[src/rtl/pong_hv_counter_if.sv]
// Raster timing bundle: pixel-clock enable in, H/V counts and decoded strobes out.
interface pong_hv_counter_if;
    logic       ce;
    logic [8:0] hcount;
    logic [8:0] vcount;
    logic       hreset;
    logic       vreset;
    logic       hblank;
    logic       vblank;
    logic       hsync;
    logic       vsync;

    modport master (
        input  ce,
        output hcount, vcount, hreset, vreset, hblank, vblank, hsync, vsync
    );

    modport slave (
        output ce,
        input  hcount, vcount, hreset, vreset, hblank, vblank, hsync, vsync
    );
endinterface

[src/rtl/pong_hv_counter.sv]
// Synchronous H/V raster counter chain with registered blank/sync/reset strobes.
module pong_hv_counter #(
    parameter int H_TOTAL      = 455,
    parameter int H_BLANK_END  = 80,
    parameter int H_SYNC_START = 32,
    parameter int H_SYNC_END   = 64,
    parameter int V_TOTAL      = 262,
    parameter int V_BLANK_END  = 16,
    parameter int V_SYNC_START = 4,
    parameter int V_SYNC_END   = 8
) (
    input  logic               clk,
    input  logic               rst_n,
    pong_hv_counter_if.master  tim
);
    localparam logic [8:0] H_LAST = 9'(H_TOTAL - 1);
    localparam logic [8:0] V_LAST = 9'(V_TOTAL - 1);
    // Window bounds may equal 512, so compare in 10 bits.
    localparam logic [9:0] HB_END = 10'(H_BLANK_END);
    localparam logic [9:0] HS_BEG = 10'(H_SYNC_START);
    localparam logic [9:0] HS_END = 10'(H_SYNC_END);
    localparam logic [9:0] VB_END = 10'(V_BLANK_END);
    localparam logic [9:0] VS_BEG = 10'(V_SYNC_START);
    localparam logic [9:0] VS_END = 10'(V_SYNC_END);

    logic [8:0] hcnt, vcnt;
    logic [8:0] h_nxt, v_nxt;
    logic [9:0] h_nxt_w, v_nxt_w;
    logic       h_wrap;
    logic       hreset_q, vreset_q, hblank_q, vblank_q, hsync_q, vsync_q;

    always_comb begin
        h_wrap = (hcnt == H_LAST);
        h_nxt  = h_wrap ? 9'd0 : hcnt + 9'd1;
        v_nxt  = vcnt;
        if (h_wrap)
            v_nxt = (vcnt == V_LAST) ? 9'd0 : vcnt + 9'd1;
        h_nxt_w = {1'b0, h_nxt};
        v_nxt_w = {1'b0, v_nxt};
    end

    // Strobes decode the next-state count so they line up with the count they describe.
    always_ff @(posedge clk or negedge rst_n) begin
        if (!rst_n) begin
            hcnt     <= '0;
            vcnt     <= '0;
            hreset_q <= 1'b0;
            vreset_q <= 1'b0;
            hblank_q <= 1'b1;
            vblank_q <= 1'b1;
            hsync_q  <= 1'b0;
            vsync_q  <= 1'b0;
        end else if (tim.ce) begin
            hcnt     <= h_nxt;
            vcnt     <= v_nxt;
            hreset_q <= (h_nxt == H_LAST);
            vreset_q <= (v_nxt == V_LAST);
            hblank_q <= (h_nxt_w < HB_END);
            vblank_q <= (v_nxt_w < VB_END);
            hsync_q  <= (h_nxt_w >= HS_BEG) && (h_nxt_w < HS_END);
            vsync_q  <= (v_nxt_w >= VS_BEG) && (v_nxt_w < VS_END);
        end
    end

    assign tim.hcount = hcnt;
    assign tim.vcount = vcnt;
    assign tim.hreset = hreset_q;
    assign tim.vreset = vreset_q;
    assign tim.hblank = hblank_q;
    assign tim.vblank = vblank_q;
    assign tim.hsync  = hsync_q;
    assign tim.vsync  = vsync_q;
endmodule

[src/flat_wrapper.sv]
// flat-port wrapper written by rule: the top's interface ports become plain ports
module pong_hv_counter_flat 
#(
    parameter int H_TOTAL      = 455,
    parameter int H_BLANK_END  = 80,
    parameter int H_SYNC_START = 32,
    parameter int H_SYNC_END   = 64,
    parameter int V_TOTAL      = 262,
    parameter int V_BLANK_END  = 16,
    parameter int V_SYNC_START = 4,
    parameter int V_SYNC_END   = 8
)
  (clk, rst_n, tim_ce, tim_hcount, tim_vcount, tim_hreset, tim_vreset, tim_hblank, tim_vblank, tim_hsync, tim_vsync);
  pong_hv_counter_if tim_i ();
  input  logic clk;
  input  logic rst_n;
  input wire logic [$bits(tim_i.ce)-1:0] tim_ce;
  output wire logic [$bits(tim_i.hcount)-1:0] tim_hcount;
  output wire logic [$bits(tim_i.vcount)-1:0] tim_vcount;
  output wire logic [$bits(tim_i.hreset)-1:0] tim_hreset;
  output wire logic [$bits(tim_i.vreset)-1:0] tim_vreset;
  output wire logic [$bits(tim_i.hblank)-1:0] tim_hblank;
  output wire logic [$bits(tim_i.vblank)-1:0] tim_vblank;
  output wire logic [$bits(tim_i.hsync)-1:0] tim_hsync;
  output wire logic [$bits(tim_i.vsync)-1:0] tim_vsync;
  assign tim_i.ce = tim_ce;
  assign tim_hcount = tim_i.hcount;
  assign tim_vcount = tim_i.vcount;
  assign tim_hreset = tim_i.hreset;
  assign tim_vreset = tim_i.vreset;
  assign tim_hblank = tim_i.hblank;
  assign tim_vblank = tim_i.vblank;
  assign tim_hsync = tim_i.hsync;
  assign tim_vsync = tim_i.vsync;
  pong_hv_counter #(.H_TOTAL(H_TOTAL), .H_BLANK_END(H_BLANK_END), .H_SYNC_START(H_SYNC_START), .H_SYNC_END(H_SYNC_END), .V_TOTAL(V_TOTAL), .V_BLANK_END(V_BLANK_END), .V_SYNC_START(V_SYNC_START), .V_SYNC_END(V_SYNC_END)) u_core (.clk(clk), .rst_n(rst_n), .tim(tim_i));
endmodule
[config.mk]
export PLATFORM = sky130hd
export DESIGN_NAME = pong_hv_counter_flat
export DESIGN_NICKNAME = d
export VERILOG_FILES = /design/src/rtl/pong_hv_counter_if.sv /design/src/rtl/pong_hv_counter.sv /design/src/flat_wrapper.sv
export SDC_FILE = /design/constraint.sdc
export NUM_CORES = 1
export LEC_CHECK = 0
export CAP_MARGIN = 20
export CORE_ASPECT_RATIO = 0.7
export CORE_MARGIN = 1.5
export CORE_UTILIZATION = 27
export CTS_CLUSTER_DIAMETER = 30
export DETAILED_ROUTE_END_ITERATION = 10
export HOLD_SLACK_MARGIN = 0.02
export PLACE_DENSITY = 0.56
export SETUP_SLACK_MARGIN = 0.2
export SLEW_MARGIN = 15
export SYNTH_ARGS = -nofsm -noshare
export SYNTH_HDL_FRONTEND = slang
export SYNTH_SLANG_ARGS = --single-unit
[constraint.sdc]
create_clock -name clk -period 2.5 [get_ports clk]
set_input_delay 0.75 -clock clk [delete_from_list [all_inputs] [get_ports clk]]
set_output_delay 0.75 -clock clk [all_outputs]
set_load 0.02 [all_outputs]
== Word level (Yosys, flattened, before mapping) ==
Index checks and enable logic that the tools add are counted.

* Flip-flop bits (word level): 24
* Latch bits: 0
* RAM bits: 0
* Memory bits (read-only): 0
* Bits of input ports: 3
* Logic and storage cells: 25
* Memories: 0

* $add $sub $neg: 2
* Multiply operators: 0
* Div/mod/pow operators: 0
* Magnitude comparators: 6
* Equal/unequal tests: 4
* Shift-type cells: 0
* Mux-type cells: 3
* Bitwise logic cells: 0
* Reduce and logical (&&, ||, !) cells: 2

{| class="wikitable"
|+ Operator list
! operator !! number
|-
| $eq A9 B9 Y1 const B || 4
|-
| $mux W9 || 3
|-
| $add A9 B1 Y9 const B || 2
|-
| $lt A9 B7 Y1 const B || 2
|-
| $ge A9 B3 Y1 const B || 1
|-
| $ge A9 B6 Y1 const B || 1
|-
| $lt A9 B4 Y1 const B || 1
|-
| $lt A9 B5 Y1 const B || 1
|-
| $logic_and A1 B1 Y1 || 2
|}

== Logic depth before layout (Yosys ltp) ==
Gate-level depths: netlist of the first run.

* Depth after elaboration: 5
* Gate-level depth with buffers: 8
* Gate-level depth less buffers: 7

== Worst setup path after synthesis of the first run ==
OpenSTA, ideal clock, no wires.

* Kind: reg2reg
* From: reg u_core.hcnt[0], in the netlist u_core.tim.hcount[0]
* To: reg u_core.vreset_q, in the netlist u_core.tim.vreset
* Library setup time: 0.101 ns
* Arrival: 2.087 ns
* Data required time: 2.399 ns
* Setup slack: 0.313 ns
* Stages on the path, launching flop included: 8
* Path buffers: 0
* Period minus slack after synthesis: 2.187 ns
* Cells stage by stage: dfrtp_1 > inv_1 > ha_1 > nand4b_4 > or4_4 > a211oi_2 > nand4_1 > o32ai_1

* Cells in the longest elaborated chain, start to end: 3

{| class="wikitable"
|+ RTL lines
! what !! RTL line !! source
|-
| from (decl) || pong_hv_counter.sv:26 || <nowiki>logic [8:0] hcnt, vcnt;</nowiki>
|-
| from (signal assigned) || pong_hv_counter.sv:54 || <nowiki>hcnt <= h_nxt;</nowiki>
|-
| $eq A9 B9 Y1 || pong_hv_counter.sv:33 || <nowiki>h_wrap = (hcnt == H_LAST);</nowiki>
|-
| $mux W9 || pong_hv_counter.sv:36 || <nowiki>if (h_wrap)</nowiki>
|-
| $eq A9 B9 Y1 || pong_hv_counter.sv:57 || <nowiki>vreset_q <= (v_nxt == V_LAST);</nowiki>
|-
| to (signal assigned) || pong_hv_counter.sv:57 ||
|-
| to (decl) || pong_hv_counter.sv:30 || <nowiki>logic hreset_q, vreset_q, hblank_q, vblank_q, hsync_q, vsync_q;</nowiki>
|}

No other way between the ends.
A chain may end at the register's enable or synchronous reset.

== Worst setup path after layout of the first run ==
* From: reg u_core.hcnt[3], in the netlist u_core.tim.hcount[3]
* To: out tim_hcount[3]

{| class="wikitable"
|+ RTL lines
! what !! RTL line !! source
|-
| to (decl) || flat_wrapper.sv:18 || <nowiki>output wire logic [$bits(tim_i.hcount)-1:0] tim_hcount;</nowiki>
|}

No word-level cell between the ends.

==> results of run 1 <==
-- logic make-up after synthesis --
group                      after synthesis
adders and majority gates                4
muxes                                    3
DFF                                     24
and+or+nand+nor                         73
AOI/OAI and AO/OA                       40
buffers and inverters                   19
xor gates and xnor gates                12
-- cell type report --
class / count / area (um^2) / area share, %
multi-input combinational: 132 / 916 / 45.0
sequential: 24 / 612 / 30.0
timing repair buffer: 36 / 348 / 17.1
tap: 75 / 93.8 / 4.61
clock buffer: 3 / 41.3 / 2.03
inverter: 7 / 26.3 / 1.29
-- cell usage after synthesis, types with 2 or more instances --
master	number	area [um^2]
clkbuf_1	2	7.51
or4_1	2	15.0
nand3_1	6	30.0
o2bb2ai_1	2	17.5
and4_1	2	17.5
nor3_1	9	45.0
o31ai_1	5	37.5
nand2_1	17	63.8
ha_1	4	50.1
nand4_1	4	25.0
dfstp_2	2	52.6
and3_1	5	31.3
or3_1	2	12.5
dfrtp_1	22	551
nor2_1	11	41.3
o32ai_1	3	26.3
xor2_1	3	26.3
clkbuf_8	4	55.1
inv_1	6	22.5
a21o_1	2	15.0
o21ai_0	14	70.1
nor4b_1	2	17.5
nand2b_1	2	12.5
nor4_1	3	18.8
buf_2	2	10.0
o22ai_1	3	18.8
mux2_2	2	22.5
xnor2_1	9	78.8
-- per-layer routing --
layer | vias up | share of wire, %
met5 | - | 0
met4 | 0 | 0.44
met3 | 2 | 9.4
met2 | 38 | 39
met1 | 646 | 51
li1 | 707 | -
-- worst paths after layout --
kind	start	end	slack (ns)	cells after the start
setup / recovery	u_core.tim.hcount[3]	tim_hcount[3]	0.29	1
hold reg to reg	u_core.tim.vblank	u_core.tim.vblank	0.49	1
hold / removal	u_core.tim.vblank	u_core.tim.vblank	0.49	1
max in group asynchronous	rst_n	u_core.tim.hblank	1.39	2
setup reg to reg	u_core.tim.hcount[5]	u_core.tim.vreset	0.36	5
min in group asynchronous	rst_n	u_core.tim.hcount[4]	0.83	2
-- registers in the layout (all words and copies together), names as in the netlist --
name / flops
u_core.tim.vblank: 1
u_core.tim.hblank: 1
u_core.tim.hcount: 9
u_core.tim.vreset: 1
u_core.tim.vsync: 1
u_core.tim.hreset: 1
u_core.tim.hsync: 1
u_core.tim.vcount: 9
-- power breakdown --
group / total [mW] / switching, mW / leakage, nW / internal, mW
sequential: 0.548 / 0.101 / 0.302 / 0.446
combinational: 0.396 / 0.193 / 0.476 / 0.203
clock: 0.238 / 0.130 / 0.0216 / 0.108
total: 1.18 / 0.424 / 0.799 / 0.757
-- what timing repair did --
action                     4_1_cts  5_1_grt
gates cloned                     0        0
pin swaps                        1        2
hold endpoints to repair         0        0
resized for setup                0       10
buffers inserted                 1        1
setup endpoints to repair        1        8
==> metrics, run 1 <==
status completed; Filler cells 588; Crit Path Category reg2out; CTS tree done; slowest cell delay on critical path ~0.67 ns; Min Hold Slack 0.488 ns; ratio of final minimum period to clock period between 80 and 90%; P_leak between 0.7 and 0.8 nW; Worst-Skew Late Latency 0.27 ns; fin crit period ~2.2 ns; PwrDens 580 nW/um^2; vias in the first global route roughly 1,300; first-pass GRT wire length 6640 um; Hold Crit Class reg2reg; GR Util met2 17.2%; DR iter-0 viols 150; WL final 4130 um; clk_skew 0.00190 ns; maximum clock insertion buffer count 2; most common cell after layout, fill and taps aside clkdlybuf4s50_1; GRT busiest layer met1; gpl congestion 0.898; # hold bufs at CTS 0; grt total ovfl 0; Yosys reg bits 24; Post-Place Cell Area between 1500 and 2000 um^2; DIE AREA 6540 um^2; fmax 452 MHz; H-tree levels 1; worst endpoint required time about 1.8 ns; DR pass1 iterations 4; CP endpoint kind output port; CP top delay family buffers and inverters; FP Rows 23; core area 5780 um^2; Worst-path clk slew 0.09 ns; Pwr Total around 1.2 mW; Synth Area in XOR/XNOR 6.43%; diode count 0; met3 usage 4.89%; Least-Margin Pin Slew 0.463 ns; drt via density 5.03; worst-path fanout max 9; Setup TNS 0 ns; Critical-path top delay cell clkdlybuf4s50_1; Max-cap violations 0; CTS buffer count 3; CP Cell Sequence clkdlybuf4s50_1; part of the Yosys area used for sequential elements between 30% and 40%; mapped cell area between 1500 and 2000 um^2; placed insts 272; Arr. time, crit path 1.46 ns; initial antenna violation count 0; commonest cells after routing, fill and taps aside 26 x clkdlybuf4s50_1, 17 x nand2_1, 15 x dfrtp_1; compound-gate portion of the synthesized area 16.9%; Buf/Inv on CP 1; Post-DP HPWL 3050 um; area share of fa/ha/maj cells after synthesis 3.06%; Clock Sinks 24; fin. max-slew vios 0; Mapped Cells about 180; DRC viols 0; final core occ between 30% and 40%; RSZ-0062 raised after global routing false; DR vias 1,393; Worst setup SP type flip-flop; # IOs 27; remaining antenna violation count after routing 0; headroom to the max-slew limit 68.9%; largest family of logic cells by synthesized area simple AND/OR/NAND/NOR gates; layout cells sized above 1 17.3%; Final setup viols 0; Peak VDD IR between 0.0003 and 0.0004 V; Starting Density about 28%; final worst setup slack 0.285 ns; fraction of registers with async set/reset 100%; Final nets 211; all-layer global routing usage a little over an eighth; Avg Cell Area, Syn 9.34 um^2; multiplexer share of the synthesized area 1.99%; P&R area growth vs syn 24.7%; Post-Synth Simple-Gate Area 26.7%; DR WL/cell 14.9 um; GRT met1 Usage a little over a fifth; post-route cell area roughly 2000 um^2; Hold Fails Final Rpt 0; ys flop type dfrtp_1; Netlist cell types 53; largest net degree at the start of global routing 25; chip height 68.1 um; dpl ws 0.221 ns; syn nets 182; number of synthesized flops with an enable pin 0; PortBufs 26; Root Buffer Master clkbuf_8; Cell Count, Final, Fillers Out roughly 280; Synthesis Warnings 0; die width 96.0 um
Power figures use the tool's default switching activity.
==> inputs of run 2 (changes only) <==
--- a/config.mk
+++ b/config.mk
@@ -8,11 +8,11 @@
 export CAP_MARGIN = 20
 export CORE_ASPECT_RATIO = 0.7
 export CORE_MARGIN = 1.5
-export CORE_UTILIZATION = 27
+export CORE_UTILIZATION = 46
 export CTS_CLUSTER_DIAMETER = 30
 export DETAILED_ROUTE_END_ITERATION = 10
 export HOLD_SLACK_MARGIN = 0.02
-export PLACE_DENSITY = 0.56
+export PLACE_DENSITY = 0.8
 export SETUP_SLACK_MARGIN = 0.2
 export SLEW_MARGIN = 15
 export SYNTH_ARGS = -nofsm -noshare
==> constraint.sdc (replaced) <==
create_clock -name clk -period 2.15 [get_ports clk]
set_input_delay 0.645 -clock clk [delete_from_list [all_inputs] [get_ports clk]]
set_output_delay 0.645 -clock clk [all_outputs]
set_load 0.02 [all_outputs]
==> metrics, run 2 (synthesis gave the netlist of run 1 again) <==
status completed; diode count 0; worst-path fanout max 9; fmax 478 MHz; Clock Sinks 24; chip height 52.9 um; DRC viols 0; cell mode on critical path nand4_1; DR pass1 iterations 4; Final nets approximately 230; fin crit period 2.09 ns; RSZ-0062 raised after global routing true; H-tree levels 1; multi-input logic area 992 um^2; most common cell after layout, fill and taps aside buf_4; DR vias 1,617; DR WL/cell 17.3 um; Max-cap violations 0; layout cells sized above 1 between 20% and 30%; PortBufs 26; remaining antenna violation count after routing 0; DIE AREA 3920 um^2; clk_skew 0.00335 ns; Worst setup SP type flip-flop; ratio of final minimum period to clock period a little over nine tenths; Filler cells about 260; sequential cell area 611 um^2; all-layer global routing usage 25.4%; WL final 4630 um; DR iter-0 viols roughly 280; Post-DP HPWL around 3100 um; Worst-Skew Late Latency 0.27 ns; Buf/Inv on CP 1; CP endpoint kind flip-flop; CP Cell Sequence ha_2 > and4_1 > nand4_1 > xor2_1 > nand4_1 > buf_6 > o32ai_1; Least-Margin Pin Slew 0.364 ns; Root Buffer Master clkbuf_8; Arr. time, crit path approximately 2.3 ns; Post-Place Cell Area 2020 um^2; P_leak around 0.99 nW; commonest cells after routing, fill and taps aside 27 x buf_4, 18 x dlygate4sd2_1, 17 x nand2_1; first-pass GRT wire length 7350 um; Min Hold Slack ~0.49 ns; CTS tree done; final core occ between 60% and 70%; P&R area growth vs syn 34.0%; maximum clock insertion buffer count 2; gpl congestion 0.990; # IOs 27; Starting Density 49.9%; headroom to the max-slew limit between 70% and 80%; PwrDens 661 nW/um^2; largest net degree at the start of global routing 25; CP top delay family simple AND/OR/NAND/NOR gates; worst endpoint required time around 2.3 ns; grt total ovfl 0; FP Rows 17; vias in the first global route 1,498; slowest cell delay on critical path 0.45 ns; Critical-path top delay cell dfrtp_2; Hold Fails Final Rpt 0; initial antenna violation count 0; # hold bufs at CTS 0; post-route cell area 2190 um^2; Hold Crit Class reg2reg; CTS buffer count 3; core area 3280 um^2; Worst-path clk slew around 0.09 ns; die width 74.2 um; Peak VDD IR 0.000605 V; Final setup viols 0; Crit Path Category reg2reg; drt via density between 6 and 7; fin. max-slew vios 0
[run 2: area by class of cell]
cell class | count | share of cell area, %
multi-input cells | 132 | 45.3
flip-flops and latches | 24 | 27.9
repair buffers | 54 | 20.9
well taps | 47 | 2.69
clock buffers | 4 | 2.06
inverters | 7 | 1.20
[run 2: worst paths after layout]
check / cells past startpoint / from / endpoint / slack, ns
worst min-delay path: 1 / u_core.tim.hblank / u_core.tim.hblank / 0.49
max in group asynchronous: 2 / rst_n / u_core.tim.hblank / 1.14
worst max register to register: 7 / u_core.tim.vcount[0] / u_core.tim.vreset / 0.06
worst min register to register: 1 / u_core.tim.hblank / u_core.tim.hblank / 0.49
min in group asynchronous: 2 / rst_n / u_core.tim.hcount[2] / 0.72
worst max-delay path: 7 / u_core.tim.vcount[0] / u_core.tim.vreset / 0.06
[run 2: stage by stage]
| stage | setup slack [ns] | setup TNS, ns | cells | total power [mW] |
|---|---|---|---|---|
| final | 0.0564 | 0 | 268 | 1.45 |
| after global routing | 0.00336 | 0 | 268 | 1.52 |
| after CTS | 0.103 | 0 | 266 | 1.41 |
| after detailed placement | -0.0357 | -0.0357 | 256 | 1.14 |
| after global placement | 0.122 | 0 | 256 | 1.12 |
| after floorplan | 0.215 | 0 | 175 | 0.952 |
[run 2: power by group]
group / total, mW / switching, mW / internal, mW
logic: 0.565 / 0.301 / 0.264
registers: 0.598 / 0.0769 / 0.521
clock network: 0.283 / 0.150 / 0.133
total: 1.45 / 0.529 / 0.918
[run 2: layer usage]
layer	wire length, um	vias to the layer above	part of all wire [%]	global-route usage (%)
li1	-	743	-	-
met1	1930	743	42	36.6
met2	2040	111	44	36.9
met3	489	20	11	5.71
met4	180	0	3.9	9.39
met5	0	-	0	0
[run 2: what timing repair did]
action                     CTS  global route
resized for setup           23            14
gates cloned                 0             0
setup buffers                6             2
setup endpoints to repair   27            11
pin swaps                    3             2
